[config.mk]
export PLATFORM = sky130hd
export DESIGN_NAME = pc_reg_flat
export DESIGN_NICKNAME = d
export VERILOG_FILES = /design/src/rtl/pc_reg_if.sv /design/src/rtl/pc_reg.sv /design/src/flat_wrapper.sv
export SDC_FILE = /design/constraint.sdc
export NUM_CORES = 1
export LEC_CHECK = 0
export ABC_AREA = 1
export BUFFER_PORTS_ARGS = -buffer_cell sky130_fd_sc_hd__buf_2
export CAP_MARGIN = 10
export CORE_MARGIN = 2
export CORE_UTILIZATION = 44
export CTS_CLUSTER_DIAMETER = 50
export DETAILED_ROUTE_END_ITERATION = 12
export PLACE_DENSITY = 0.78
export SLEW_MARGIN = 20
export SYNTH_ARGS = -nofsm -noshare
export SYNTH_HDL_FRONTEND = slang
export SYNTH_SLANG_ARGS = --single-unit
[constraint.sdc]
create_clock -name clk -period 3.7 [get_ports clk]
set_input_delay 0.74 -clock clk [delete_from_list [all_inputs] [get_ports clk]]
set_output_delay 0.74 -clock clk [all_outputs]
set_load 0.03 [all_outputs]
[src/rtl/pc_reg_if.sv]
// pc_reg_if: fetch-control bundle between the pipeline controller/ID stage and the PC register.
interface pc_reg_if #(
    parameter int ADDR_WIDTH = 32
);
    logic [5:0]            stall;
    logic                  branch_flag_i;
    logic [ADDR_WIDTH-1:0] branch_target_address_i;
    logic [ADDR_WIDTH-1:0] pc;
    logic                  ce;

    modport master (
        output stall, branch_flag_i, branch_target_address_i,
        input  pc, ce
    );

    modport slave (
        input  stall, branch_flag_i, branch_target_address_i,
        output pc, ce
    );
endinterface

[src/rtl/pc_reg.sv]
// pc_reg: IF-stage program counter; advances by PC_STEP, loads branch targets, holds on stall[0].
module pc_reg #(
    parameter int                    ADDR_WIDTH = 32,
    parameter logic [ADDR_WIDTH-1:0] RESET_PC   = '0,
    parameter int                    PC_STEP    = 4
) (
    input logic    clk,
    input logic    rst,
    pc_reg_if.slave bus
);
    logic [ADDR_WIDTH-1:0] pc_q, pc_d;
    logic                  ce_q, ce_d;

    // ce_q lags reset release by one edge, so RESET_PC is fetched exactly once.
    always_comb begin
        ce_d = 1'b1;
        pc_d = !ce_q         ? RESET_PC :
               bus.stall[0]  ? pc_q :
               bus.branch_flag_i ? bus.branch_target_address_i :
                               pc_q + ADDR_WIDTH'(PC_STEP);
    end

    always_ff @(posedge clk or posedge rst) begin
        if (rst) begin
            ce_q <= 1'b0;
            pc_q <= RESET_PC;
        end else begin
            ce_q <= ce_d;
            pc_q <= pc_d;
        end
    end

    assign bus.pc = pc_q;
    assign bus.ce = ce_q;
endmodule

[src/flat_wrapper.sv]
// flat-port wrapper written by rule: the top's interface ports become plain ports
module pc_reg_flat 
#(
    parameter int                    ADDR_WIDTH = 32,
    parameter logic [ADDR_WIDTH-1:0] RESET_PC   = '0,
    parameter int                    PC_STEP    = 4
)
  (clk, rst, bus_stall, bus_branch_flag_i, bus_branch_target_address_i, bus_pc, bus_ce);
  pc_reg_if #(.ADDR_WIDTH(ADDR_WIDTH)) bus_i ();
  input logic clk;
  input logic rst;
  input wire logic [$bits(bus_i.stall)-1:0] bus_stall;
  input wire logic [$bits(bus_i.branch_flag_i)-1:0] bus_branch_flag_i;
  input wire logic [$bits(bus_i.branch_target_address_i)-1:0] bus_branch_target_address_i;
  output wire logic [$bits(bus_i.pc)-1:0] bus_pc;
  output wire logic [$bits(bus_i.ce)-1:0] bus_ce;
  assign bus_i.stall = bus_stall;
  assign bus_i.branch_flag_i = bus_branch_flag_i;
  assign bus_i.branch_target_address_i = bus_branch_target_address_i;
  assign bus_pc = bus_i.pc;
  assign bus_ce = bus_i.ce;
  pc_reg #(.ADDR_WIDTH(ADDR_WIDTH), .RESET_PC(RESET_PC), .PC_STEP(PC_STEP)) u_core (.clk(clk), .rst(rst), .bus(bus_i));
endmodule
==> results of run 1 <==
-- kinds of logic (layout without fill, tap and decap cells) --
family | Yosys count | count (layout) | synth area share [%]
AND/OR/NAND/NOR | 267 | 267 | 47.94
XOR/XNOR | 7 | 7 | 2.494
AO/OA/AOI/OAI | 34 | 34 | 7.277
flip-flops | 33 | 33 | 33.59
adder cells (fa/ha/maj) | 1 | 1 | 0.5088
buffers and inverters | 52 | 118 | 8.041
other | 1 | 1 | 0.1525
-- routing by layer --
layer  part of all wire, %  GRT usage (%)  wire length [um]  vias up
met5                     0              0                 0        -
met4                   1.8          8.070               118        0
met3                   4.9          3.977               316       12
met2                    47          37.78              3075       74
met1                    46          28.44              2979     1183
li1                      -              -                 -     1355
-- critical path, cell delays in order --
cell	delay [ns]
buf_2	0.11
nand2_1	0.35
clkinv_1	0.56
nand2_1	0.18
o31ai_1	0.08
-- final timing paths --
check,from,to,slack [ns]
worst min-delay path,rst,u_core.bus.pc[8],0.53
worst max register to register,u_core.bus.ce,u_core.bus.pc[3],1.93
max in group asynchronous,rst,u_core.bus.pc[27],2.86
min in group clk,u_core.bus.pc[1],u_core.bus.pc[1],0.54
worst min register to register,u_core.bus.pc[1],u_core.bus.pc[1],0.54
worst max-delay path,bus_stall[0],u_core.bus.pc[3],1.80
-- layout make-up --
type	count	area, um2
fillers	519	2471
well taps	72	90.09
clock inverters	3	46.29
inverters	41	153.9
clock buffers	5	68.82
repair buffers	69	347.8
multi-input cells	310	1435
flip-flops and latches	33	825.8
-- power groups by stage --
stage	clock network (uW)	registers (uW)	logic (uW)
6_report	357	412	188
5_1_grt	368	417	210
4_1_cts	360	412	189
3_5_place_dp	0	419	188
3_3_place_gp	0	419	184
2_1_floorplan	0	457	84.6
-- synth_stat cells, types with 5 or more instances --
cell | instances | share of area [%]
clkbuf_1 | 9 | 1.4
nor2_2 | 7 | 1.8
nand2_1 | 120 | 18
nand3_1 | 35 | 7.1
inv_1 | 38 | 5.8
dfrtp_1 | 33 | 34
xor2_1 | 6 | 2.1
nor2_4 | 5 | 2.3
o21ai_0 | 24 | 4.9
nand2_2 | 7 | 1.8
nor2_1 | 84 | 13
-- per-stage QoR --
| stage | total power, uW | hold slack (ns) |
|---|---|---|
| finish | 957.3 | 0.5263 |
| global route | 995.0 | 0.5615 |
| CTS | 960.9 | 0.5382 |
| detailed placement | 607.6 | 0.5274 |
| global placement | 602.5 | 0.5092 |
| floorplan | 541.9 | 0.6662 |
==> metrics, run 1 <==
post-route ant nets 0; Port Buffer Count 68; RSZ-0062 raised after global routing false; nets between 500 and 600; Final TNS setup 0 ns; core area between 0.005 and 0.006 mm2; initial cell density of the core between 40% and 50%; synthesized area per cell 6.224 um2; hold crit path type primary input to asynchronous set/reset pin; register clock-pin slew on the reported worst setup and hold paths around 0.08 ns; first drt pass iteration count 4; die height about 80 um; outcome completed; Leakage between 0.001 and 0.0015 uW; Power Dens Cells 322.6 mW/mm2; clock latency on the worst-skew pair roughly 0.29 ns; All-Layer GR Usage ~22%; final instance area 0.002968 mm2; vias in the first global route 2508; maximum VDD drop roughly 0.26 mV; H-tree depth 2; post-DR wirelength/cell 12.18 um; sequential area share after synthesis approximately 34%; final non-filler cell total 533; cts hold-fix bufs 0; #FFs+latches synth 33; Setup Buffers After CTS 0; share of layout cells above drive strength 1 22.34%; Initial DRC Count 170; Worst EP required 3.84 ns; Final Cycle Share slightly above 50%; Mapped Nets 437; Post-synth EDFFs 0; initial antenna violation count 0; Worst R2R Path Depth 4; sw frac 32.63%; CP Capture Type flip-flop; Place WS approximately 1.5 ns; Period minus WS final 1.896 ns; final worst slack 1.804 ns; commonest non-fill, non-tap cell in the layout nand2_1; Tightest Pin Transition 1.013 ns; Clock power frac between 30% and 40%; DRC Markers 0; YS warnings 0; TritonCTS clock tree built; dpl hpwl ~4.7 mm; Max clock buf depth 2; synthesis-to-finish area growth 20.71%; power share of the sequential group a little over two fifths; CP Data Arrival Time 2.04 ns; Finished Core Util a little over half; startpoint types primary input; Die ar. between 0.006 and 0.007 mm2; Final setup viols 0; Gates resized, CTS repair 0; Post-synth top flop dfrtp_1; crit-path max FO 17; die width 78.75 um; grt total ovfl 0; internal cell power about 640 uW; Synth Cell Area between 0.002 and 0.0025 mm2; Max Freq ~0.53 GHz; GPL Wtd Cong 0.8696; Logic pwr share between 15 and 20%; placed inst area between 0.002 and 0.003 mm2; number of flip-flops in the largest register 32; sw power between 300 and 400 uW; Clock Sinks 33; CTS Buf Count 5; Site Rows 27; max_slew headroom between 30% and 40%; Vias between 2000 and 3000; max-slew violation count 0; Hold Fails Final Rpt 0; Diodes inserted 0; ys async rst share 100.0%; commonest non-fill, non-tap cells in the layout 120 x nand2_1, 84 x nor2_1, 68 x buf_2; largest net degree at the start of global routing 51; Root Buffer clkbuf_8; Worst Skew ~0.0045 ns; first-pass GRT wire length approximately 11 mm; Distinct cells, synth 26; I/O pin count 74; Max Cap Viol 0; drt total wl ~6.5 mm; placed cell count around 530; Post-Syn Instances around 400; Worst Setup Path Type primary input to flip-flop; Via-to-Cell Ratio approximately 4.9
Power figures use the tool's default switching activity.
==> run 2, diff against run 1 <==
==> constraint.sdc (replaced) <==
create_clock -name clk -period 1.8 [get_ports clk]
set_input_delay 0.36 -clock clk [delete_from_list [all_inputs] [get_ports clk]]
set_output_delay 0.36 -clock clk [all_outputs]
set_load 0.03 [all_outputs]
==> run 2 against run 1 <==
Compared with the run above:
- clock skew is 0.0017 ns higher
- worst setup slack got worse by 1.6 ns
- first-iteration DRC count decreased by 12%
- flip-flop and latch count unchanged
- clock power is 91% higher
- sequential power grew 110%
- highest routed layer unchanged
==> metrics, run 2 (same netlist as run 1, synthesis figures left out) <==
Reg-to-Reg Start u_core.bus.pc[2]; Root Buffer clkbuf_8; Final Cycle Share between 80% and 90%; register clock-pin slew on the reported worst setup and hold paths 0.07 ns (about the same); initial antenna violation count 0 (unchanged); number of flip-flops in the largest register 32 (unchanged); Max clock buf depth 2 (unchanged); Initial DRC Count 150 (-12%); Gates resized, CTS repair 0 (unchanged); crit path launch u_core.bus.pc[2]; grt total ovfl 0 (unchanged); die height 78.75 um (unchanged); maximum VDD drop 0.3371 mV (+29%); startpoint types flip-flop; I/O pin count 74 (unchanged); Worst EP required 1.98 ns (-1.86 ns); share of layout cells above drive strength 1 22.84% (+0.50 points); Die ar. 0.006202 mm2 (unchanged); placed cell count 529 (+0.76%); Via-to-Cell Ratio 4.916 (-0.14%); Period minus WS final ~1.6 ns; crit-path max FO 6 (-11); outcome completed; Site Rows 27 (unchanged); RSZ-0062 raised after global routing false; clock latency on the worst-skew pair 0.29 ns (about the same); Worst Setup Path Type flip-flop to flip-flop; dpl hpwl 4.862 mm (+4.0%); die width 78.75 um (unchanged); Worst R2R Path Depth 10 (+6); Max Freq 0.6356 GHz; CP Data Arrival Time 1.75 ns (-0.29 ns); core area 0.005439 mm2 (unchanged); Max Cap Viol 0 (unchanged); drt total wl 6.464 mm (-0.40%); initial cell density of the core 45.20% (unchanged); CP Capture Type flip-flop; fillers 542 (+4.4%); Port Buffer Count 68 (unchanged); commonest non-fill, non-tap cell in the layout nand2_1; CTS Buf Count 5 (unchanged); H-tree depth 2 (unchanged); DRC Markers 0 (unchanged); synthesis-to-finish area growth 21.98%; post-DR wirelength/cell 12.06 um (-0.96%); TritonCTS clock tree built; Final TNS setup 0 ns (unchanged); Leakage 0.001503 uW (+1.5%); post-route ant nets 0 (unchanged); GPL Wtd Cong 0.8732 (+0.41%); cts hold-fix bufs 0 (unchanged); first drt pass iteration count 4 (unchanged); vias in the first global route 2460 (-1.9%); max_slew headroom 65.29% (+33 points); Tightest Pin Transition 0.5175 ns (-0.4952 ns); Finished Core Util 55.14% (+0.58 points); Power Dens Cells 642.5 mW/mm2 (+99%); largest net degree at the start of global routing 37 (-27%); commonest non-fill, non-tap cells in the layout 120 x nand2_1, 84 x nor2_1, 68 x buf_2; setup slack, reg-to-reg 0.23 ns (-1.70 ns); Hold Fails Final Rpt 0 (unchanged); hold crit path type primary input to asynchronous set/reset pin; max-slew violation count 0 (unchanged); nets 506 (+0.80%); final non-filler cell total 536 (+0.56%); All-Layer GR Usage 22.47% (+0.20 points); R2R Path End u_core.bus.pc[26]; Diodes inserted 0 (unchanged); Worst Skew 0.006197 ns (+0.001733 ns); Final setup viols 0 (unchanged); Vias 2635 (+0.42%); worst setup path endpoint u_core.bus.pc[26]; Clock Sinks 33 (unchanged); Setup Buffers After CTS 0 (unchanged); first-pass GRT wire length 11.12 mm (-0.44%)
[run 2: cell count changes in the layout (fill, tap and decap cells not counted), sizes merged]
cell      change
buf           +4
clkinvlp      -1
[run 2: critical path, cell delays in order (launching register included)]
cell and delay (ns):
dfrtp_1 0.41, ha_1 0.20, nand2_2 0.11, nor2_8 0.16, nand2_4 0.12, nor2_8 0.15, nand2_1 0.06, nand2_1 0.06
nand3_1 0.06, nand2_1 0.06, nand2_1 0.05
[run 2: worst min-delay path by stage]
stage | from | to | slack, ns | cells after the start
2_1_floorplan | rst | u_core.bus.ce | 0.49 | 1
3_3_place_gp | rst | u_core.bus.pc[9] | 0.47 | 3
3_5_place_dp | rst | u_core.bus.pc[9] | 0.48 | 3
4_1_cts | rst | u_core.bus.pc[9] | 0.16 | 3
5_1_grt | rst | u_core.bus.pc[7] | 0.22 | 3
6_report | rst | u_core.bus.pc[9] | 0.15 | 3
[run 2: through the flow]
| step | hold slack [ns] | total power (uW) | cell area, um2 | setup WS (ns) |
|---|---|---|---|---|
| finish | 0.1489 | 1927 | 2999 | 0.2267 |
| global route | 0.2177 | 2013 | 2999 | 0.07967 |
| CTS | 0.1627 | 1934 | 2999 | 0.2289 |
| detailed placement | 0.4754 | 1261 | 2895 | 0.2577 |
| global placement | 0.4680 | 1248 | 2895 | 0.3154 |
| floorplan | 0.4889 | 1114 | 2459 | 0.1990 |
[run 2: cell type report]
class                   count  area (um2)  share of cell area, %
clock buffers               5       68.82                  2.295
clock inverters             2       35.03                  1.168
repair buffers             73       390.4                  13.02
flip-flops and latches     33       825.8                  27.53
multi-input cells         310        1435                  47.85
well taps                  72       90.09                  3.004
inverters                  41       153.9                  5.131
[run 2: metal layers]
layer	vias to the layer above	global-route usage, %	wire (um)
met5	-	0	0
met4	0	8.421	119
met3	10	3.523	264
met2	64	38.03	3128
met1	1199	28.96	2952
li1	1362	-	-
[run 2: where the power goes]
group          total, uW  internal (uW)  switching (uW)
sequential           851            786            65.0
clock                681            402             279
combinational        395            134             261
